--- src/rtl/fft_pkg.sv ---
// Shared types and constants for the R2^2 SDF twiddle scheduler.
// Holds the scheduler FSM states and the quadrant multiplier table.
package fft_pkg;

    typedef enum logic {
        IDLE = 1'b0,
        RUN  = 1'b1
    } state_t;

    // Quadrant multipliers {0,2,1,3}, entry q at bits [2q+1:2q]
    localparam logic [7:0] K_LUT = {2'd3, 2'd1, 2'd2, 2'd0};

    function automatic int clog2(input int v);
        int r;
        r = 0;
        while ((1 << r) < v) begin
            r = r + 1;
        end
        return r;
    endfunction

endpackage

--- src/rtl/fft_tw_exp.sv ---
// Combinational twiddle exponent for one R2^2 SDF stage.
// Maps sample index n to exponent e and a flag for the unit twiddle.
module fft_tw_exp
    import fft_pkg::*;
#(
    parameter int NLOG2 = 10,
    parameter int STAGE = 0
) (
    input  logic [NLOG2-1:0] n,
    output logic [NLOG2-1:0] e,
    output logic             trivial
);

    localparam int LW = NLOG2 - 2 * STAGE;
    localparam int PW = LW - 2;
    localparam logic [NLOG2-1:0] MASK = NLOG2'((1 << LW) - 1);

    logic [NLOG2-1:0] m;
    logic [1:0]       q;
    logic [PW-1:0]    p;
    logic [1:0]       k;
    logic [NLOG2-1:0] prod;

    // Split the in-block position into quadrant and offset, scale by k
    always_comb begin
        m       = n & MASK;
        q       = 2'(m >> PW);
        p       = PW'(m);
        k       = K_LUT[{q, 1'b0} +: 2];
        prod    = NLOG2'(p) * NLOG2'(k);
        e       = prod << (2 * STAGE);
        trivial = (q == 2'd0) || (p == '0);
    end

endmodule

--- src/rtl/fft_r22sdf_tw_ctrl.sv ---
// Twiddle scheduler for one R2^2 SDF stage: frame counter, FSM,
// twiddle ROM addressing and the multiplier enable/valid pipeline.
module fft_r22sdf_tw_ctrl
    import fft_pkg::*;
#(
    parameter int FFT_N = 1024,
    parameter int NLOG2 = 10,
    parameter int STAGE = 0
) (
    input  logic             clk_i,
    input  logic             rst_i,
    input  logic             valid_i,
    input  logic             start_i,
    output logic [NLOG2-1:0] ctr_o,
    output logic             rom_en_o,
    output logic [NLOG2-1:0] rom_addr_o,
    output logic             ce_o,
    output logic             valid_o,
    output logic             trivial_o,
    output logic             frame_done_o,
    output logic             sync_err_o
);

    localparam logic [NLOG2-1:0] LAST = NLOG2'(FFT_N - 1);

    state_t           state;
    state_t           state_nx;
    logic             acc;
    logic [NLOG2-1:0] idx;
    logic [NLOG2-1:0] e;
    logic             triv;
    logic             s1_triv;
    logic             s1_done;

    fft_tw_exp #(
        .NLOG2(NLOG2),
        .STAGE(STAGE)
    ) u_exp (
        .n      (idx),
        .e      (e),
        .trivial(triv)
    );

    // Decide acceptance, next index and next state for this cycle
    always_comb begin
        state_nx   = state;
        acc        = 1'b0;
        idx        = ctr_o;
        sync_err_o = 1'b0;
        unique case (state)
            IDLE: begin
                if (valid_i && start_i) begin
                    acc = 1'b1;
                    idx = '0;
                end
            end
            RUN: begin
                if (valid_i) begin
                    acc = 1'b1;
                    if (start_i) begin
                        idx        = '0;
                        sync_err_o = 1'b1;
                    end else begin
                        idx = ctr_o + NLOG2'(1);
                    end
                end
            end
            default: state_nx = IDLE;
        endcase
        if (acc) begin
            state_nx = (idx == LAST) ? IDLE : RUN;
        end
    end

    // FSM state register
    always_ff @(posedge clk_i or posedge rst_i) begin
        if (rst_i) begin
            state <= IDLE;
        end else begin
            state <= state_nx;
        end
    end

    // Index of the most recently accepted sample
    always_ff @(posedge clk_i or posedge rst_i) begin
        if (rst_i) begin
            ctr_o <= '0;
        end else if (acc) begin
            ctr_o <= idx;
        end
    end

    // ROM request stage; address holds between accepted samples
    always_ff @(posedge clk_i or posedge rst_i) begin
        if (rst_i) begin
            rom_en_o   <= 1'b0;
            rom_addr_o <= '0;
            s1_triv    <= 1'b0;
            s1_done    <= 1'b0;
        end else begin
            rom_en_o <= acc;
            s1_triv  <= acc && triv;
            s1_done  <= acc && (idx == LAST);
            if (acc) begin
                rom_addr_o <= e;
            end
        end
    end

    // Multiplier stage, aligned with ROM data
    always_ff @(posedge clk_i or posedge rst_i) begin
        if (rst_i) begin
            ce_o         <= 1'b0;
            valid_o      <= 1'b0;
            trivial_o    <= 1'b0;
            frame_done_o <= 1'b0;
        end else begin
            ce_o         <= rom_en_o;
            valid_o      <= rom_en_o;
            trivial_o    <= rom_en_o && s1_triv;
            frame_done_o <= rom_en_o && s1_done;
        end
    end

endmodule

--- config.mk ---
export PLATFORM = sky130hd
export DESIGN_NAME = fft_r22sdf_tw_ctrl
export DESIGN_NICKNAME = d
export VERILOG_FILES = /design/src/rtl/fft_pkg.sv /design/src/rtl/fft_tw_exp.sv /design/src/rtl/fft_r22sdf_tw_ctrl.sv
export SDC_FILE = /design/constraint.sdc
export NUM_CORES = 1
export LEC_CHECK = 0
export CORE_MARGIN = 10
export CORE_UTILIZATION = 30
export CTS_CLUSTER_SIZE = 16
export DETAILED_ROUTE_END_ITERATION = 10
export PLACE_DENSITY = 0.59
export SYNTH_ARGS = -nofsm -noshare
export SYNTH_HDL_FRONTEND = slang
export SYNTH_SLANG_ARGS = --single-unit
export TNS_END_PERCENT = 50
--- constraint.sdc ---
create_clock -name clk_i -period 2.78 [get_ports clk_i]
set_input_delay 0.556 -clock clk_i [delete_from_list [all_inputs] [get_ports clk_i]]
set_output_delay 0.556 -clock clk_i [all_outputs]
set_load 0.005 [all_outputs]
Yosys cells after proc, flatten, opt, wreduce, memory -nomap -nowiden
Cells that the tools add are included.

Register bits after elaboration: 27. Output and inout bits: 26. Logic and storage cells: 33.

$add $sub $neg: 1. Multipliers: 1. Equal/unequal tests: 1. Shift-type cells: 1. Mux-type cells: 11. Bitwise operators: 1. Reductions and logical operators: 8.

Operators by type and width (number): 2-to-1 mux 10 bit (3); case mux 10 bit (2 select lines) (1); adder 10 x 1 -> 10 bit, second input constant (1); == test 10 bit, second input constant (1); multiplier 8 x 2 -> 10 bit (1); zero test 8 bit (1); variable part select 8 x 4 -> 2 bit, first input constant (1); 2-to-1 mux 1 bit (6); logical AND 1 bit (5); zero test 2 bit (1); case mux 1 bit (2 select lines) (1); logical OR 1 bit (1); inverter 1 bit (1).

Depth between registers and ports, before layout
Depth after elaboration: 7. Mapped depth: 15.

Modules after synthesis
Synthesis repeated with hierarchy kept, for this count alone.

Cells, all modules: 166. Area total of the unflattened synthesis: 1632.8 sq um.

Modules (own cells, without submodules): fft_r22sdf_tw_ctrl (times used 1, cells each 109, area each 1222.4 sq um); fft_tw_exp (times used 1, cells each 57, area each 410.4 sq um).

Worst setup path before layout
No wires, ideal clock.

Kind: input to register. Start: in valid_i. End: reg rom_addr_o[7]. Arrival time: 3059 ps. Path slack: -415 ps. Stages: 15. Buffers on the path: 2. Cells stage by stage: buf_4 > and4_2 > nand4_1 > xor2_1 > or2_2 > clkbuf_1 > nor2b_1 > ha_1 > fa_1 > a21o_1 > a21oi_1 > o21bai_1 > a21oi_1 > xnor2_1 > o21ai_0.

Cells in the longest elaborated chain, start to end: 5.

Ends and longest elaborated chain: start: declaration (line fft_r22sdf_tw_ctrl.sv:12) `input logic valid_i,`; logical AND 1 bit (line fft_r22sdf_tw_ctrl.sv:52) `if (valid_i && start_i) begin`; 2-to-1 mux 10 bit (line fft_r22sdf_tw_ctrl.sv:52); case mux 10 bit (2 select lines) (line fft_r22sdf_tw_ctrl.sv:50) `unique case (state)`; variable part select 8 x 4 -> 2 bit (line fft_tw_exp.sv:29) `k = K_LUT[{q, 1'b0} +: 2];`; multiplier 8 x 2 -> 10 bit (line fft_tw_exp.sv:30) `prod = NLOG2'(p) * NLOG2'(k);`; end signal: assignment (line fft_r22sdf_tw_ctrl.sv:97) `rom_addr_o <= '0;`; end signal: assignment (line fft_r22sdf_tw_ctrl.sv:105) `rom_addr_o <= e;`; end: declaration (line fft_r22sdf_tw_ctrl.sv:16) `output logic [NLOG2-1:0] rom_addr_o,`.

Several ways; a longest one is shown, not always the timed one. A chain may end at the register's enable or synchronous reset.

Worst setup path in the final report
Start: reg ctr_o[2]. End: reg rom_addr_o[9].

Cells in the longest elaborated chain, start to end: 6.

Ends and longest elaborated chain: start: declaration (line fft_r22sdf_tw_ctrl.sv:14) `output logic [NLOG2-1:0] ctr_o,`; start signal: assignment (line fft_r22sdf_tw_ctrl.sv:89) `ctr_o <= idx;`; adder 10 x 1 -> 10 bit (line fft_r22sdf_tw_ctrl.sv:64) `idx = ctr_o + NLOG2'(1);`; 2-to-1 mux 10 bit (line fft_r22sdf_tw_ctrl.sv:60) `if (start_i) begin`; 2-to-1 mux 10 bit (line fft_r22sdf_tw_ctrl.sv:58) `if (valid_i) begin`; case mux 10 bit (2 select lines) * (line fft_r22sdf_tw_ctrl.sv:50); variable part select 8 x 4 -> 2 bit (line fft_tw_exp.sv:29); multiplier 8 x 2 -> 10 bit * (line fft_tw_exp.sv:30).

Mark *: on every way between the ends. The rest lies on a longest branch, timed or not.

==> out/qor.txt <==
====================================================================================
Pwr/cell area                                                           312.7 nW/um2
Initial Utilization                                                           30.64%
Number of top-level pins                                                          30
Main combinational cell family by area after synthesis                  simple AND/OR/NAND/NOR gates
Max-cap check violation count                                                      0
Layout area overhead                                                          52.33%
Cell count of the worst hold path                                                  0
Finished Layout Cells                                                            329
Netlist Area Pre-Place                                                      1667 um2
Clock Root Buffer                                                           clkbuf_8
Number of flip-flops and latches in the synthesized netlist                       27
Multiplexer fraction of the synthesized cell area                             1.952%
Data required time at the worst endpoint                                     2.95 ns
Synth Area in Simple Gates                                                    23.27%
Number of global-route vias before repair                                       1561
Overall power of the completed layout                                      0.7938 mW
Cell family with most CP delay                                          compound AO/OA/AOI/OAI gates
Critical path cell sequence                                             buf_4 -> and4_4 -> nand4_1 -> xor2_1 -> or2_4 -> nor2b_1 -> ha_2 -> fa_2 -> a21o_1 -> a21oi_2 -> o21bai_1 -> a21oi_2 -> o21ba_2 -> o21ai_1
WL per Instance                                                             13.09 um
Maximum achievable frequency                                               364.3 MHz
Number of buffers inserted during clock tree synthesis                             3
Setup clock skew after layout                                             0.01141 ns
Xor and xnor area share after synthesis                                       7.357%
Instance count after placement with tap cells included                           321
Nature of the critical path startpoint                                     flip-flop
Period utilization                                                            98.74%
Number of sinks handled by clock tree synthesis                                   27
Antenna violations before repair                                                   0
Remaining antenna violation count after routing                                    0
Largest net degree at the start of global routing                                 28
FF-to-FF path depth                                                               14
Diodes inserted                                                                    0
Endpoints failing setup                                                            0
Slowest cell on the critical path                                            dfrtp_1
Hold Slack                                                                 0.4253 ns
Critical path buffer and inverter count                                            1
RSZ-0062 raised after global routing                                            true
Most common cell on crit path                                                a21oi_2
Horizontal extent of the die                                                94.54 um
Detailed Route Iter0 Violations                                                   49
Hold Path Origin                                                            rom_en_o
Overall routing resource usage                                                9.917%
Maximum level of the CTS H-tree                                                    1
Via-to-Cell Ratio                                                              4.593
Class of the most critical hold timing path                             flip-flop to flip-flop
Final wirelength                                                            4.305 mm
Peak fanout along the critical path                                                5
Share of power burned in the clock network                                     30.9%
Type of destination of the critical path                                   flip-flop
Sw Share                                                                      26.95%
Endpoints failing hold                                                             0
Reg clk slew, reported paths                                                 0.11 ns
Start-to-end type of the worst setup path                               flip-flop to flip-flop
Synth area leaders                                                      dfrtp_1, ha_1, nand2_1
Share of flip-flops with an asynchronous set or reset after synthesis         100.0%
Internal Pwr Total                                                         0.5799 mW
Min Clock Period, post-route                                                2.745 ns
Setup slack on the worst flop-to-flop path                                   0.03 ns
Deepest clock path buffer count                                                    2
Overflow left after global routing                                                 0
Core area                                                                   5439 um2
Final-stage net count                                                            271
Sequential fraction of the synthesis area                                     40.54%
Count of buffers from port buffering                                              29
Sequential fraction of design power                                            52.1%
Max-slew violation count                                                           0
Die Area                                                                    8937 um2
Switching power                                                            0.2139 mW
Clock tree from TritonCTS                                                       done
Transition time at the pin with the least slew margin                      0.3450 ns
Last weighted congestion value of the routability-driven placer               0.8381
First-pass GRT wire length                                                  7.300 mm
Slowest Stage Delay on Critical Path                                         0.37 ns
Status                                                                  finished, final reports clean
Post-DP HPWL                                                                3.262 mm
WHS Endpoint                                                                 valid_o
Leading cell type in the layout, fill and taps excluded                        buf_4
Synthesized area divided by synthesized cell count                         9.107 um2
Worst vdd ir                                                                244.9 uV
Synth Area in Adders                                                          7.207%
Leakage Power                                                               1.195 nW
Launch instance of the worst register-to-register path                      ctr_o[2]
Synthesized-area fraction occupied by ao, oa, aoi and oai cells               12.61%
Number of detailed-routing iterations run before antenna repair                    4
Capture point of the worst reg-to-reg path                              rom_addr_o[9]
Net count of the mapped netlist                                                  196
Synthesis warning total                                                            0
Synthesized netlist cell count                                                   183
Area share of the leading cell type in the synthesized netlist                40.54%
Row Count                                                                         27
Die height                                                                  94.54 um
DRC violation count after routing                                                  0
Distinct cells, synth                                                             48
Combinational share of power                                                   17.0%
Most used DFF post-synth                                                     dfrtp_1
Detailed-route via count                                                        1511
Arrival time of the worst setup path                                         2.91 ns
Worst slew margin relative to its limit                                       76.82%
Top cell type by total area after synthesis                                  dfrtp_1
EDFF count, synth                                                                  0
Proportion of layout cells with a drive suffix above 1                        34.24%
Insertion delay to the later sink of the worst-skew pair                     0.28 ns
Most used cells in the layout excluding fill and tap cells              buf_4, clkdlybuf4s50_1, dfrtp_1
====================================================================================
what timing repair did:
action                                  4_1_cts  5_1_grt
hold buffers                                  0        0
hold endpoints to repair                      0        0
cloned                                        0        0
endpoints found under the setup margin        8        5
pin swaps                                    13        1
buffers inserted                              4        0
resized for setup                            15        7
kinds of logic after synthesis:
kind of cell,count (synthesis)
AOI/OAI and AO/OA,31
xor gates and xnor gates,14
adders and majority gates,9
buffers and inverters,24
DFF,27
muxes,3
and+or+nand+nor,75
cell usage after synthesis (all sizes together) (4+ instances only):
cell / number
clkbuf: 5
a21oi: 5
xor2: 6
inv: 11
nor2: 20
buf: 7
a21o: 5
nand4: 5
nor3: 7
xnor2: 8
o21ai: 9
and2: 4
ha: 8
and3: 4
nand2: 22
dfrtp: 27
power by group through the flow:
stage / logic (mW) / registers, mW / clock network (mW)
after floorplan: 0.0495 / 0.420 / 0
after global placement: 0.121 / 0.417 / 0
after detailed placement: 0.121 / 0.416 / 0
after CTS: 0.134 / 0.412 / 0.255
after global routing: 0.149 / 0.415 / 0.274
final: 0.135 / 0.413 / 0.245
how the worst max path moves through the flow:
stage,endpoint,slack (ns),startpoint,cells after the start
2_1_floorplan,rom_addr_o[8],-0.15,valid_i,14
3_3_place_gp,rom_addr_o[7],-0.80,valid_i,14
3_5_place_dp,rom_addr_o[7],-0.83,valid_i,14
4_1_cts,rom_addr_o[7],0.006,ctr_o[2],14
5_1_grt,rom_addr_o[7],-0.18,ctr_o[2],14
6_report,rom_addr_o[9],0.03,ctr_o[2],14
flip-flops by register name, summed over array words and instances (netlist names):
signal	flops
s1_done	1
s1_triv	1
ctr_o	10
state	1
valid_o	1
trivial_o	1
rom_addr_o	10
frame_done_o	1
rom_en_o	1
final cells by class:
cell class | instances | area, um2
Sequential cell | 27 | 678.2
Fill cell | 538 | 2900
Multi-Input combinational cell | 132 | 974.7
Timing Repair Buffer | 82 | 695.7
Inverter | 12 | 50.05
Clock buffer | 3 | 41.29
Tap cell | 72 | 90.09
Clock inverter | 1 | 8.758
through the flow:
stage / setup TNS (ns) / utilization (%) / cell area, um2 / setup WS [ns]
floorplan: -0.3479 / - / 1714 / -0.1516
global placement: -4.720 / 43.69 / 2376 / -0.7973
detailed placement: -4.985 / 43.69 / 2376 / -0.8325
CTS: 0 / 46.10 / 2507 / 0.006002
global route: -0.5519 / 46.68 / 2539 / -0.1800
finish: 0 / 46.68 / 2539 / 0.03497
layer usage:
metal	GRT usage, %	vias up	wire [um]
li1	-	769	-
met1	12.09	701	1970
met2	16.76	35	1970
met3	2.934	6	306
met4	2.369	0	57
met5	0	-	0
(Power assumes the default switching activity.)
